## src/rtl/wb_port_arbiter.sv

```systemverilog
// wb_port_arbiter
//   Shares the register-file write port between the pipeline WB stage
//   (highest priority) and a FIFO-buffered auxiliary (mult/div) result
//   stream. A starving aux head forces a single pipeline bubble.
//
//   Optional statistics counters: define WB_ARB_STATS_EN to add the
//   ConflictCount and ForceCount outputs.
//
//   FSM states:
//     state | meaning
//     IDLE  | FIFO empty, nothing waiting
//     PEND  | FIFO head waiting for a free write slot, wait timer running
//     FORCE | StallPipe high for this one cycle, head owns the write port
module wb_port_arbiter #(
  parameter int AUX_DEPTH = 2,
  parameter int MAX_WAIT  = 4
) (
  input  logic        Clk,
  input  logic        Reset,
  input  logic        PipeRegWrite,
  input  logic [4:0]  PipeWriteReg,
  input  logic [31:0] PipeWriteData,
  input  logic        AuxValid,
  output logic        AuxReady,
  input  logic [4:0]  AuxWriteReg,
  input  logic [31:0] AuxWriteData,
  output logic        RegWrite,
  output logic [4:0]  WriteRegister,
  output logic [31:0] WriteData,
  output logic        StallPipe
`ifdef WB_ARB_STATS_EN
  ,
  output logic [15:0] ConflictCount,
  output logic [15:0] ForceCount
`endif
);

  localparam int PtrW  = (AUX_DEPTH > 1) ? $clog2(AUX_DEPTH) : 1;
  localparam int CntW  = $clog2(AUX_DEPTH + 1);
  localparam int WaitW = $clog2(MAX_WAIT + 1);
  localparam logic [CntW-1:0]  DepthC   = CntW'(AUX_DEPTH);
  localparam logic [WaitW-1:0] MaxWaitC = WaitW'(MAX_WAIT);

  typedef enum logic [1:0] {
    IDLE  = 2'd0,
    PEND  = 2'd1,
    FORCE = 2'd2
  } stateT;

  stateT state;

  // Aux FIFO storage; the valid bit lets a superseded entry drain silently.
  logic [4:0]           fifoReg  [AUX_DEPTH];
  logic [31:0]          fifoData [AUX_DEPTH];
  logic [AUX_DEPTH-1:0] fifoValid;
  logic [PtrW-1:0]      wrPtr;
  logic [PtrW-1:0]      rdPtr;
  logic [CntW-1:0]      count;
  logic [CntW-1:0]      countNext;

  // Down-counter: cycles the head may still be passed over before a bubble.
  logic [WaitW-1:0]     waitLeft;

  logic        fifoEmpty;
  logic        fifoFull;
  logic        push;
  logic        pop;
  logic        grantPipe;
  logic        grantAux;
  logic        pipeKill;
  logic [4:0]  headReg;
  logic [31:0] headData;
  logic        headValid;

  assign fifoEmpty = (count == '0);
  assign fifoFull  = (count == DepthC);
  // Conservative: no credit is given for a pop happening in the same cycle.
  assign AuxReady  = !fifoFull;
  assign push      = AuxValid && !fifoFull && !Reset;

  assign headReg   = fifoReg[rdPtr];
  assign headData  = fifoData[rdPtr];
  assign headValid = fifoValid[rdPtr];

  // Write-port grant: forced bubble, then pipe, then buffered aux head.
  always_comb begin
    grantPipe = 1'b0;
    grantAux  = 1'b0;
    if (!Reset) begin
      if (StallPipe) begin
        grantAux = !fifoEmpty;
      end else if (PipeRegWrite) begin
        grantPipe = 1'b1;
      end else begin
        grantAux = !fifoEmpty;
      end
    end
  end

  assign pop       = grantAux;
  assign countNext = count + CntW'(push) - CntW'(pop);
  // A real pipe write (not $0, not held by a bubble) makes older aux results stale.
  assign pipeKill  = grantPipe && (PipeWriteReg != 5'd0);

  // Register-file write port; $0 and superseded heads consume the slot without writing.
  always_comb begin
    RegWrite      = 1'b0;
    WriteRegister = PipeWriteReg;
    WriteData     = PipeWriteData;
    if (grantPipe) begin
      RegWrite = (PipeWriteReg != 5'd0);
    end else if (grantAux) begin
      WriteRegister = headReg;
      WriteData     = headData;
      RegWrite      = headValid && (headReg != 5'd0);
    end
  end

  // FIFO payload storage, written on accepted pushes only.
  always_ff @(posedge Clk) begin
    if (push) begin
      fifoReg[wrPtr]  <= AuxWriteReg;
      fifoData[wrPtr] <= AuxWriteData;
    end
  end

  // FIFO pointers, occupancy and per-entry valid bits (supersede then push, push wins).
  always_ff @(posedge Clk) begin
    if (Reset) begin
      wrPtr     <= '0;
      rdPtr     <= '0;
      count     <= '0;
      fifoValid <= '0;
    end else begin
      for (int i = 0; i < AUX_DEPTH; i++) begin
        if (pipeKill && (fifoReg[i] == PipeWriteReg)) begin
          fifoValid[i] <= 1'b0;
        end
      end
      if (push) begin
        fifoValid[wrPtr] <= 1'b1;
        wrPtr            <= wrPtr + PtrW'(1);
      end
      if (pop) begin
        rdPtr <= rdPtr + PtrW'(1);
      end
      count <= countNext;
    end
  end

  // Starvation FSM with registered StallPipe (high only while in FORCE).
  always_ff @(posedge Clk) begin
    if (Reset) begin
      state     <= IDLE;
      waitLeft  <= MaxWaitC;
      StallPipe <= 1'b0;
    end else begin
      StallPipe <= 1'b0;
      case (state)
        IDLE: begin
          waitLeft <= MaxWaitC;
          if (push) begin
            state <= PEND;
          end
        end
        PEND: begin
          if (pop) begin
            waitLeft <= MaxWaitC;
            if (countNext == '0) begin
              state <= IDLE;
            end
          end else if ((waitLeft == WaitW'(1)) && PipeRegWrite) begin
            state     <= FORCE;
            StallPipe <= 1'b1;
          end else if (waitLeft > WaitW'(1)) begin
            waitLeft <= waitLeft - WaitW'(1);
          end
        end
        FORCE: begin
          waitLeft <= MaxWaitC;
          state    <= (countNext != '0) ? PEND : IDLE;
        end
        default: begin
          state    <= IDLE;
          waitLeft <= MaxWaitC;
        end
      endcase
    end
  end

`ifdef WB_ARB_STATS_EN
  // Saturating event counters: pipe/aux contention cycles and forced bubbles.
  always_ff @(posedge Clk) begin
    if (Reset) begin
      ConflictCount <= '0;
      ForceCount    <= '0;
    end else begin
      if (PipeRegWrite && !fifoEmpty && (ConflictCount != 16'hFFFF)) begin
        ConflictCount <= ConflictCount + 16'd1;
      end
      if (StallPipe && (ForceCount != 16'hFFFF)) begin
        ForceCount <= ForceCount + 16'd1;
      end
    end
  end
`endif

endmodule

```

## config.mk

```make
export PLATFORM = sky130hd
export DESIGN_NAME = wb_port_arbiter
export DESIGN_NICKNAME = d
export VERILOG_FILES = /design/src/rtl/wb_port_arbiter.sv
export SDC_FILE = /design/constraint.sdc
export NUM_CORES = 1
export LEC_CHECK = 0
export CORE_ASPECT_RATIO = 0.7
export CORE_MARGIN = 2
export CORE_UTILIZATION = 48
export CTS_BUF_LIST = sky130_fd_sc_hd__clkbuf_8
export CTS_CLUSTER_DIAMETER = 100
export CTS_CLUSTER_SIZE = 25
export DETAILED_ROUTE_END_ITERATION = 16
export HOLD_SLACK_MARGIN = 0.06
export PLACE_DENSITY = 0.88
export SYNTH_ARGS = -nofsm -noshare
export SYNTH_HDL_FRONTEND = slang
export SYNTH_SLANG_ARGS = --single-unit
```

## constraint.sdc

```tcl
create_clock -name Clk -period 4.2 [get_ports Clk]
set_input_delay 0.63 -clock Clk [delete_from_list [all_inputs] [get_ports Clk]]
set_output_delay 0.63 -clock Clk [all_outputs]
set_load 0.005 [all_outputs]
```

==> results by group <==
Min path
  • WHS Path Cells: 2
  • Hold_sp: waitLeft[1]
  • Hold Path Sink: waitLeft[1]
  • Type of the worst min-delay path: flop to flop

Floorplanning
  • Starting density of the core: about half
  • # rows: 27
  • Die Span X: 110 um
  • I/O pin count: 118
  • DIE HEIGHT: 78.3 um
  • CORE AREA: 7770 sq um
  • Die Area: 8630 sq um

Worst setup path
  • Reg2reg end: state[0]
  • Critical path type: input port to primary output
  • Buf/Inv on CP: 3
  • Most used cell, CP: clkdlybuf4s50_1
  • Crit path required time: approximately 3.6 ns
  • FF-to-FF Start: StallPipe
  • WP data arrival: 2.69 ns
  • CP max-delay cell: clkdlybuf4s50_1
  • Family with the most delay on the worst path: buffers and inverters
  • CP Cell Sequence: clkdlybuf4s50_1 -> nor3_4 -> buf_12 -> nor2_1 -> a21oi_1 -> clkdlybuf4s50_1
  • Critical path endpoint category: primary output
  • R2R cell count: 10
  • Slowest stage delay, CP: 0.62 ns
  • Worst-path fanout max: 62
  • R2R Setup Slk: 1.86 ns
  • Startpoint Class: input port

Clock tree
  • CTS tree: yes
  • # hold bufs at CTS: 0
  • Clock latency at the later pin of the worst-skew pair: 0.35 ns
  • Clk buf depth: 2
  • CTS clock-pin slew for the worst setup and hold paths: roughly 0.090 ns
  • Clock sinks: 87
  • Post-CTS setup buffers: 0
  • H-tree depth: 3
  • CTS Buf Count: 9
  • # resized after CTS: 0
  • Clk root buf: clkbuf_8

Power
  • Pwr per Cell Area: a little under 400 nW/um^2
  • Clk pwr share: 27.8%
  • LEAKAGE: 1.79 nW
  • Pwr Total: 2.06 mW
  • Sw frac: 25.6%
  • Seq pwr share: around half
  • P_sw: 0.528 mW
  • Combinational power share: 21.2%
  • Max VDD drop: 212 uV
  • Power Internal: ~1.5 mW

STA
  • Slack of the critical path: around 0.9 ns
  • Final setup vio count: 0
  • Final Max Tran Viols: 0
  • Fmax: 301 MHz
  • Slew headroom: roughly a quarter
  • Tcrit/Tclk final: 79.1%
  • Setup TNS: 0 ns
  • Clock Skews: 0.0114 ns
  • Min cycle time layout: about 3.3 ns
  • RSZ-0062 raised after global routing: false
  • Worst Max-Slew Pin Slew: about 1.1 ns
  • Final Hold Viols: 0

Synth
  • Yosys reg bits: between 80 and 90
  • YS warnings: 0
  • Netlist cell types: 36
  • Top cell type's share of synthesized area: 58.7%
  • Cell Area, Synth: 3790 sq um
  • Syn Area/Cell: about 13 sq um
  • Area contributors post-synth: edfxtp_1 59%, mux2i_1 10%, dfxtp_1 6.9%
  • Syn_nets: 369
  • Post-Syn Instances: 287
  • Register area share after synthesis: 65.6%
  • Area leader, netlist: edfxtp_1

Global route
  • Global route hottest layer: met2
  • Met3 Use GR: 8.39%
  • First-pass GRT wire length: 12100 um
  • Total gr overflow: 0
  • Antenna violations before repair: 0
  • Vias in the first global route: 2599
  • Overall routing resource usage: between 10% and 20%
  • Largest net degree at the start of global routing: 63
  • M1 GR Usage: 22.4%
  • GRT met2 Usage: around a third

Place
  • DP HPWL: 5570 um
  • Final GP Congestion: 0.807
  • Port Buf Inserts: approximately 120
  • Setup WS pre-CTS: 0.902 ns
  • Inst Count DP: between 400 and 500

Cells and area
  • Share of layout cells above drive strength 1: 7.06%
  • Ant. Diodes: 0
  • Area Overhead vs Synth: 39.2%
  • Post-route insts no fill: between 500 and 600
  • Final nets: 488
  • Core Util, Final: a little under 70%

Route
  • ANT nets after route: 0
  • Vias per cell: ~5
  • Final wirelength: approximately 8000 um
  • Via count: about 2600
  • TritonRoute pass-1 iters: 4
  • Initial DRC Count: 108
  • Drt drc: 0
  • WL/cell: 15.5 um

Status
  • Status: complete, no violations

Flow run
  • Max-cap violations: 0
[per-stage QoR]
stage	hold slack (ns)	cell area, sq um
final	0.460	5270
after detailed placement	0.452	5070
after global routing	0.492	5270
after global placement	0.442	5070
after floorplan	0.433	3790
after CTS	0.464	5270
[state kept, by name, summed over array words and instances (netlist names), named ones only]
register / flops
StallPipe: 1
count: 2
fifoData: 64
fifoReg: 10
fifoValid: 2
rdPtr: 1
state: 2
waitLeft: 3
wrPtr: 1
[metal layers]
metal	wire length, um	share of wire [%]
met1	3360	42
met2	3850	49
met3	673	8.5
met4	30	0.38
met5	0	0
[kinds of logic (layout without fill, tap and decap cells)]
group / count (synthesis) / count (layout) / synth area share (%)
flip-flops: 87 / 87 / 65.6
AO/OA/AOI/OAI: 49 / 49 / 7.53
adder cells (fa/ha/maj): 4 / 4 / 1.32
multiplexers: 40 / 40 / 10.6
buffers and inverters: 20 / 144 / 2.48
XOR/XNOR: 12 / 12 / 3.14
AND/OR/NAND/NOR: 75 / 75 / 9.32
[cell usage after synthesis]
library cell  count
and3_1            1
nand3_1           3
o32ai_2           1
nand3b_1          1
buf_2             9
clkbuf_1          3
nor2b_1           2
a211oi_1          2
nor4_1            1
ha_1              4
a31o_1            1
dfxtp_1          13
o211ai_2          1
o21ai_0           2
nor2_1           50
mux2i_1          38
nand2b_1          4
inv_1             6
nor3_1            2
xnor2_1           7
a221oi_1          1
or4_1             3
edfxtp_1         74
xnor3_1           1
buf_4             2
nand2_1           4
a211o_1           1
a21oi_1          38
xor2_1            4
or4b_4            1
and2_1            1
and2b_2           1
o31ai_1           1
mux2_2            2
o21bai_1          1
nor3_4            1
[layout by cell type (no fill, tap or decap), drive strengths merged, types with 2 or more instances in the layout]
cell type / count
clkdlybuf4s50: 117
edfxtp: 74
nor2: 50
mux2i: 38
a21oi: 38
dfxtp: 13
clkbuf: 9
inv: 8
xnor2: 7
buf: 5
nand2b: 4
nand2: 4
xor2: 4
ha: 4
or4: 3
nand3: 3
nor3: 3
clkinv: 3
o21ai: 2
a211oi: 2
nor2b: 2
mux2: 2
[worst max-delay path by stage]
stage          startpoint               end  cells past startpoint
2_1_floorplan       Reset    fifoData[0][0]                      5
3_3_place_gp        Reset  WriteRegister[3]                      6
3_5_place_dp        Reset     WriteData[12]                      6
4_1_cts             Reset     WriteData[12]                      6
5_1_grt             Reset     WriteData[22]                      6
6_report            Reset     WriteData[12]                      6
[tightest hold or removal path, stage by stage, from the launching register on]
cell,delay (ns)
dfxtp_1,0.32
nand2_1,0.05
a21oi_1,0.05
[area by class of cell]
cell class                      count  area (sq um)
Inverter                            6          22.5
Sequential cell                    87          2480
Clock inverter                      7          73.8
Fill cell                         576          2500
Clock buffer                        9           124
Timing Repair Buffer              122          1220
Tap cell                          101           126
Multi-Input combinational cell    180          1220
[power groups by stage]
stage	Clock, mW	Combinational, mW	Sequential [mW]
5_1_grt	0.623	0.476	1.06
6_report	0.574	0.437	1.05
3_3_place_gp	0	0.426	1.07
2_1_floorplan	0	0.245	1.04
3_5_place_dp	0	0.439	1.08
4_1_cts	0.591	0.442	1.06
No activity file was read; power rests on OpenSTA's default activity.
